--- src/rtl/exp_pkg.sv ---
// Shared constants for the exponential pipeline: Q8.24 format, rounding constant
// and the stage-1 state encoding.
package exp_pkg;

  localparam int EXP_WIDTH      = 32;
  localparam int EXP_FRAC_BITS  = 24;
  localparam int EXP_DIGIT_BITS = 16;

  localparam logic [EXP_WIDTH-1:0] EXP_ONE   = EXP_WIDTH'(1) << EXP_FRAC_BITS;
  localparam logic [EXP_WIDTH-1:0] EXP_ROUND = EXP_WIDTH'(1) << (EXP_FRAC_BITS - 1);

  typedef enum logic [1:0] {
    S1_IDLE = 2'd0,
    S1_MUL  = 2'd1,
    S1_DONE = 2'd2
  } s1_state_t;

endpackage

--- src/rtl/stage_1_fifo2.sv ---
// Two-entry register buffer in front of the stage-1 multiplier. Entry 0 is the head;
// pushes into a full buffer without a same-cycle pop are dropped and flagged sticky.
module stage_1_fifo2 #(
  parameter int DW = 56
) (
  input  logic          clk_i,
  input  logic          rst_ni,
  input  logic          push_i,
  input  logic [DW-1:0] push_data_i,
  input  logic          pop_i,
  output logic [DW-1:0] head_o,
  output logic [1:0]    count_o,
  output logic          empty_o,
  output logic          overflow_o
);

  logic [DW-1:0] mem0_q, mem1_q;
  logic [1:0]    count_q, count_d;
  logic          overflow_q;
  logic          full, accept, drop;
  logic [1:0]    wr_idx;

  always_comb begin
    full    = (count_q == 2'd2);
    accept  = push_i && (!full || pop_i);
    drop    = push_i && full && !pop_i;
    // Slot the push lands in, after any same-cycle pop has shifted entry 1 down.
    wr_idx  = count_q - {1'b0, pop_i};
    count_d = count_q;
    if (accept && !pop_i) begin
      count_d = count_q + 2'd1;
    end else if (!accept && pop_i) begin
      count_d = count_q - 2'd1;
    end
  end

  always_ff @(posedge clk_i or negedge rst_ni) begin
    if (!rst_ni) begin
      mem0_q     <= '0;
      mem1_q     <= '0;
      count_q    <= 2'd0;
      overflow_q <= 1'b0;
    end else begin
      if (pop_i) begin
        mem0_q <= mem1_q;
      end
      if (accept) begin
        if (wr_idx == 2'd0) begin
          mem0_q <= push_data_i;
        end else begin
          mem1_q <= push_data_i;
        end
      end
      count_q <= count_d;
      if (drop) begin
        overflow_q <= 1'b1;
      end
    end
  end

  assign head_o     = mem0_q;
  assign count_o    = count_q;
  assign empty_o    = (count_q == 2'd0);
  assign overflow_o = overflow_q;

endmodule

--- src/rtl/stage_1_control.sv ---
// Stage-1 controller: computes lut * (1 + frac) in Q8.24 with a digit-serial multiply,
// round-half-up and saturation, and presents the result on a valid/ready port.
module stage_1_control
  import exp_pkg::*;
#(
  parameter int WIDTH      = EXP_WIDTH,
  parameter int FRAC_BITS  = EXP_FRAC_BITS,
  parameter int DIGIT_BITS = EXP_DIGIT_BITS
) (
  input  logic             CLK,
  input  logic             rst_n,
  input  logic             s0_valid,
  input  logic [WIDTH-1:0] s0_lut,
  input  logic [WIDTH-1:0] s0_frac,
  input  logic             out_ready,
  output logic             out_valid,
  output logic [WIDTH-1:0] out_data,
  output logic             out_sat,
  output logic [1:0]       fifo_count,
  output logic             overflow
);

  localparam int N_DIG = WIDTH / DIGIT_BITS;
  localparam int AW    = 2 * WIDTH + 1;
  localparam int KW    = (N_DIG > 1) ? $clog2(N_DIG) : 1;
  localparam int EW    = WIDTH + FRAC_BITS;
  localparam logic [WIDTH:0]  ONE_M   = (WIDTH + 1)'(1) << FRAC_BITS;
  localparam logic [AW-1:0]   ROUND_C = AW'(1) << (FRAC_BITS - 1);

  // Output handshake: a result is transferred on a rising edge where out_valid and
  // out_ready are both high; out_data/out_sat stay stable while out_valid waits.

  s1_state_t        state_q;
  logic [WIDTH:0]   m_q;
  logic [WIDTH-1:0] l_q;
  logic [AW-1:0]    acc_q, acc_d;
  logic [KW-1:0]    k_q;
  logic             out_valid_q, out_sat_q;
  logic [WIDTH-1:0] out_data_q;

  logic                 pop, fifo_empty;
  logic [EW-1:0]        head;
  logic [WIDTH-1:0]     head_lut;
  logic [FRAC_BITS-1:0] head_frac;
  logic                 unused_frac_hi;

  logic [WIDTH-1:0]      l_shift;
  logic [DIGIT_BITS-1:0] digit;
  logic [AW-1:0]         partial, r;
  logic                  sat;

  assign unused_frac_hi = ^s0_frac[WIDTH-1:FRAC_BITS];

  stage_1_fifo2 #(.DW(EW)) u_fifo (
    .clk_i       (CLK),
    .rst_ni      (rst_n),
    .push_i      (s0_valid),
    .push_data_i ({s0_lut, s0_frac[FRAC_BITS-1:0]}),
    .pop_i       (pop),
    .head_o      (head),
    .count_o     (fifo_count),
    .empty_o     (fifo_empty),
    .overflow_o  (overflow)
  );

  assign head_lut  = head[EW-1:FRAC_BITS];
  assign head_frac = head[FRAC_BITS-1:0];
  assign pop = !fifo_empty && ((state_q == S1_IDLE) || (state_q == S1_DONE && out_ready));

  always_comb begin
    l_shift = l_q >> (int'(k_q) * DIGIT_BITS);
    digit   = l_shift[DIGIT_BITS-1:0];
    partial = (AW'(m_q) * AW'(digit)) << (int'(k_q) * DIGIT_BITS);
    acc_d   = acc_q + partial;
    r       = (acc_d + ROUND_C) >> FRAC_BITS;
    sat     = |r[AW-1:WIDTH];
  end

  always_ff @(posedge CLK or negedge rst_n) begin
    if (!rst_n) begin
      state_q     <= S1_IDLE;
      m_q         <= '0;
      l_q         <= '0;
      acc_q       <= '0;
      k_q         <= '0;
      out_valid_q <= 1'b0;
      out_data_q  <= '0;
      out_sat_q   <= 1'b0;
    end else begin
      // Operand load is shared by IDLE and the back-to-back path out of DONE.
      if (pop) begin
        m_q   <= ONE_M + (WIDTH + 1)'(head_frac);
        l_q   <= head_lut;
        acc_q <= '0;
        k_q   <= '0;
      end
      case (state_q)
        S1_IDLE: begin
          if (pop) state_q <= S1_MUL;
        end
        S1_MUL: begin
          acc_q <= acc_d;
          k_q   <= k_q + KW'(1);
          if (k_q == KW'(N_DIG - 1)) begin
            out_data_q  <= sat ? '1 : r[WIDTH-1:0];
            out_sat_q   <= sat;
            out_valid_q <= 1'b1;
            state_q     <= S1_DONE;
          end
        end
        S1_DONE: begin
          if (out_ready) begin
            out_valid_q <= 1'b0;
            state_q     <= pop ? S1_MUL : S1_IDLE;
          end
        end
        default: state_q <= S1_IDLE;
      endcase
    end
  end

  assign out_valid = out_valid_q;
  assign out_data  = out_data_q;
  assign out_sat   = out_sat_q;

endmodule

--- config.mk ---
export PLATFORM = sky130hd
export DESIGN_NAME = stage_1_control
export DESIGN_NICKNAME = d
export VERILOG_FILES = /design/src/rtl/exp_pkg.sv /design/src/rtl/stage_1_fifo2.sv /design/src/rtl/stage_1_control.sv
export SDC_FILE = /design/constraint.sdc
export NUM_CORES = 2
export LEC_CHECK = 0
export CAP_MARGIN = 20
export CORE_AREA = 2 2 266 268
export CTS_CLUSTER_DIAMETER = 40
export DETAILED_ROUTE_END_ITERATION = 6
export DIE_AREA = 0 0 268 270
export GPL_ROUTABILITY_DRIVEN = 1
export GPL_TIMING_DRIVEN = 0
export SETUP_SLACK_MARGIN = 0.5
export SLEW_MARGIN = 30
export SYNTH_ARGS = -nofsm -noshare
export SYNTH_HDL_FRONTEND = slang
export SYNTH_HIERARCHICAL = 1
export SYNTH_SLANG_ARGS = --single-unit
--- constraint.sdc ---
create_clock -name CLK -period 13 [get_ports CLK]
set_input_delay 3.9 -clock CLK [delete_from_list [all_inputs] [get_ports CLK]]
set_output_delay 3.9 -clock CLK [all_outputs]
set_load 0.005 [all_outputs]
==> run metrics <==
top_reg_cell synth dfrtp_1; share of the synthesized area in the top cell type 22.6%; clock sinks 274; Total Routing Usage GR 24.6%; cts hold-fix bufs 0; WP buf/inv 10; Root Driver clkbuf_16; Post-synth ARST share 100%; layout cells sized above 1 14.8%; GRT met3 Usage 3.38%; Synth-to-Final Area Change 15.8%; main combinational cell family by area after synthesis adder cells; dpl cells 4340; # diodes 0; xor and xnor area share after synthesis 3.40%; Routed WL 88200 um; routing usage on met1 35.2%; register area share after synthesis 22.6%; period utilisation layout 93.3%; number of H-tree levels 2; global-route wire length before repair 138000 um; number of global-route vias before repair 24300; Filler Cell Count 6522; fin crit period 12.13 ns; Vias per Instance 5.45; CP startpoint k_q$_DFFE_PN0P_; number of nets in the layout 4048; Yosys top cell by area dfrtp_1; Mapped Area 30300 um2; CTS Buf Count 50; detailed-route wire length per cell 19.8 um; Routed Antenna Nets 0; synth cell count leaders nand2_1 (557), inv_1 (404), fa_1 (322); CP Class reg2reg; # setup viols final 0; Mapped Cells 3301; synth warn 6; drt first pass iters 6; most frequent cell after synthesis nand2_1; Hold Startpoint u_fifo/head_o[7]$_DFF_PN0_; Worst Skew 0.0143 ns; flop2flop setup slack 0.87 ns; hpwl dp 70600 um; register area 6860 um2; Final Max Slew Viols 0; unrepaired setup endpoints after global routing yes; die extent in y 270 um; Worst Tran Pin Value 1.02 ns; Critical R2R Launch k_q$_DFFE_PN0P_; Die Width 268 um; I/O pin cnt 105; Clk pin slew, worst setup/hold paths 0.06 ns; Crit path largest cell delay 0.59 ns; critical path arrival 12.58 ns; syn_nets 3874; initial antenna violation count 1; fin cells 4456; mean area per synthesized cell 9.19 um2; Max Clk Rate 0.0824 GHz; clk_lat worst skew 0.59 ns; GRT busiest layer met2; simple-gate portion of the synthesized area 18.6%; Final Hold Vio Count 0; Worst Path Required 13.45 ns; gpl congestion 0.961; post-synthesis compound-gate area fraction 10.9%; mux share of post-synthesis cell area 7.88%; Rel. slew slack 31.5%; Crit. End Element register; Initial Utilization 43.6%; GRT overflow 0; Multi-input gate area 21700 um2; row count 97; MaxCap Viol Count 0; clock tree buffer depth 3; CP most frequent cell fa_1; #FFs+latches synth 274; synth top area cells dfrtp_1 (23%), fa_1 (21%), ha_1 (7.5%), nand2_1 (6.9%), mux2_2 (5.3%); Slowest-stage cell, CP fa_1; count of flip-flops with a built-in enable after synthesis 0; pin count of the biggest net entering global routing 85; worst hold path type reg2reg; IO buf count 96; status complete, no violations; full die area 72400 um2; core area 69500 um2; met2 usage 39.2%; Unique masters post-synth 102; CP top delay family compound AO/OA/AOI/OAI gates; # DRC 0; Max FO, Critical Path 10; Starting DRT DRC Count 1823; TritonCTS clock tree built; Startpoint Class register; via count 24300; post-synthesis adder-cell area fraction 28.8%
flip-flops by register name (all words and copies together) (netlist names):
signal and flops:
state_q 2, u_fifo/overflow_o 1, m_q 25, u_fifo/count_o 2
u_fifo/mem1_q 56, out_valid 1, out_sat 1, k_q 1
l_q 32, u_fifo/head_o 56, acc_q 65, out_data 32
kinds of logic after synthesis:
logic type,count (synthesis)
simple gates,1163
buf+inv,574
fa+ha+maj,505
compound gates,470
flops,274
mux,200
xor+xnor,115
repair_timing:
action | 4_1_cts | 5_1_grt
pin swaps | 9 | 23
buffers inserted | 10 | 13
gates resized for setup | 70 | 116
endpoints found under the setup margin | 33 | 33
area by class of cell:
type	count	share of cell area (%)
multi-input combinational	2453	61.6
clock inverter	36	1.31
sequential	274	19.5
timing repair buffer	122	3.49
tap	940	3.35
inverter	406	4.34
buffer	168	2.67
clock buffer	57	3.69
cells in the final DEF (no fill, tap or decap), types with 10 or more instances in the layout:
| cell | count |
|---|---|
| a211oi_1 | 11 |
| a21o_1 | 54 |
| a21oi_1 | 94 |
| a21oi_2 | 12 |
| a31oi_1 | 22 |
| a31oi_2 | 20 |
| and2_1 | 204 |
| and3_1 | 25 |
| and4_1 | 12 |
| buf_2 | 20 |
| buf_4 | 33 |
| buf_6 | 21 |
| clkbuf_1 | 93 |
| clkbuf_16 | 50 |
| clkbuf_2 | 12 |
| clkbuf_4 | 11 |
| clkdlybuf4s50_1 | 95 |
| clkinv_4 | 10 |
| dfrtp_1 | 273 |
| fa_1 | 321 |
| ha_1 | 179 |
| inv_1 | 404 |
| mux2_2 | 131 |
| mux2_4 | 52 |
| nand2_1 | 554 |
| nand2b_1 | 13 |
| nand3_1 | 80 |
| nand4_1 | 23 |
| nor2_1 | 126 |
| nor2b_1 | 16 |
| nor3_1 | 26 |
| nor4_1 | 10 |
| o211ai_1 | 12 |
| o21a_1 | 14 |
| o21ai_0 | 98 |
| o21ai_1 | 13 |
| o21bai_1 | 11 |
| or3_1 | 14 |
| xnor2_1 | 60 |
| xor2_1 | 42 |
layer usage:
layer,vias to the layer above,part of all wire (%)
li1,11200,-
met1,12300,44
met2,713,47
met3,143,6.4
met4,2,2.5
met5,-,0.015
through the flow:
step	util, %	hold slack (ns)	worst slack, ns	TNS [ns]	instance area (um2)
3_5_place_dp	46.8	0.454	-1.09	-34.97	32600
5_1_grt	50.5	0.493	0.404	0	35100
4_1_cts	49.8	0.464	0.503	0	34600
6_report	50.5	0.452	0.869	0	35100
3_3_place_gp	46.7	0.448	-4.48	-1240.67	32500
2_1_floorplan	-	0.435	1.44	0	30300
final timing paths:
check                                               end  cells past startpoint
max                            out_data[15]$_DFFE_PN0P_                     46
min                                  m_q[7]$_DFFE_PN0P_                      2
max reg2reg                    out_data[15]$_DFFE_PN0P_                     46
min reg2reg                          m_q[7]$_DFFE_PN0P_                      2
max in group asynchronous  u_fifo/mem1_q[7]$_DFFE_PN0P_                      3
min in group asynchronous           out_sat$_DFFE_PN0P_                      1
worst register-to-register path: cells and delay by family, from the launching register on:
kind,cells,cell delay (ns)
AOI/OAI and AO/OA,17,3.94
xor gates and xnor gates,1,0.14
buffers and inverters,10,1.39
muxes,2,0.70
adders and majority gates,8,3.68
DFF,1,0.45
and+or+nand+nor,8,1.76
Power is not shown: default switching activity piles up to over one toggle a cycle in this logic, so the estimate is an artifact.
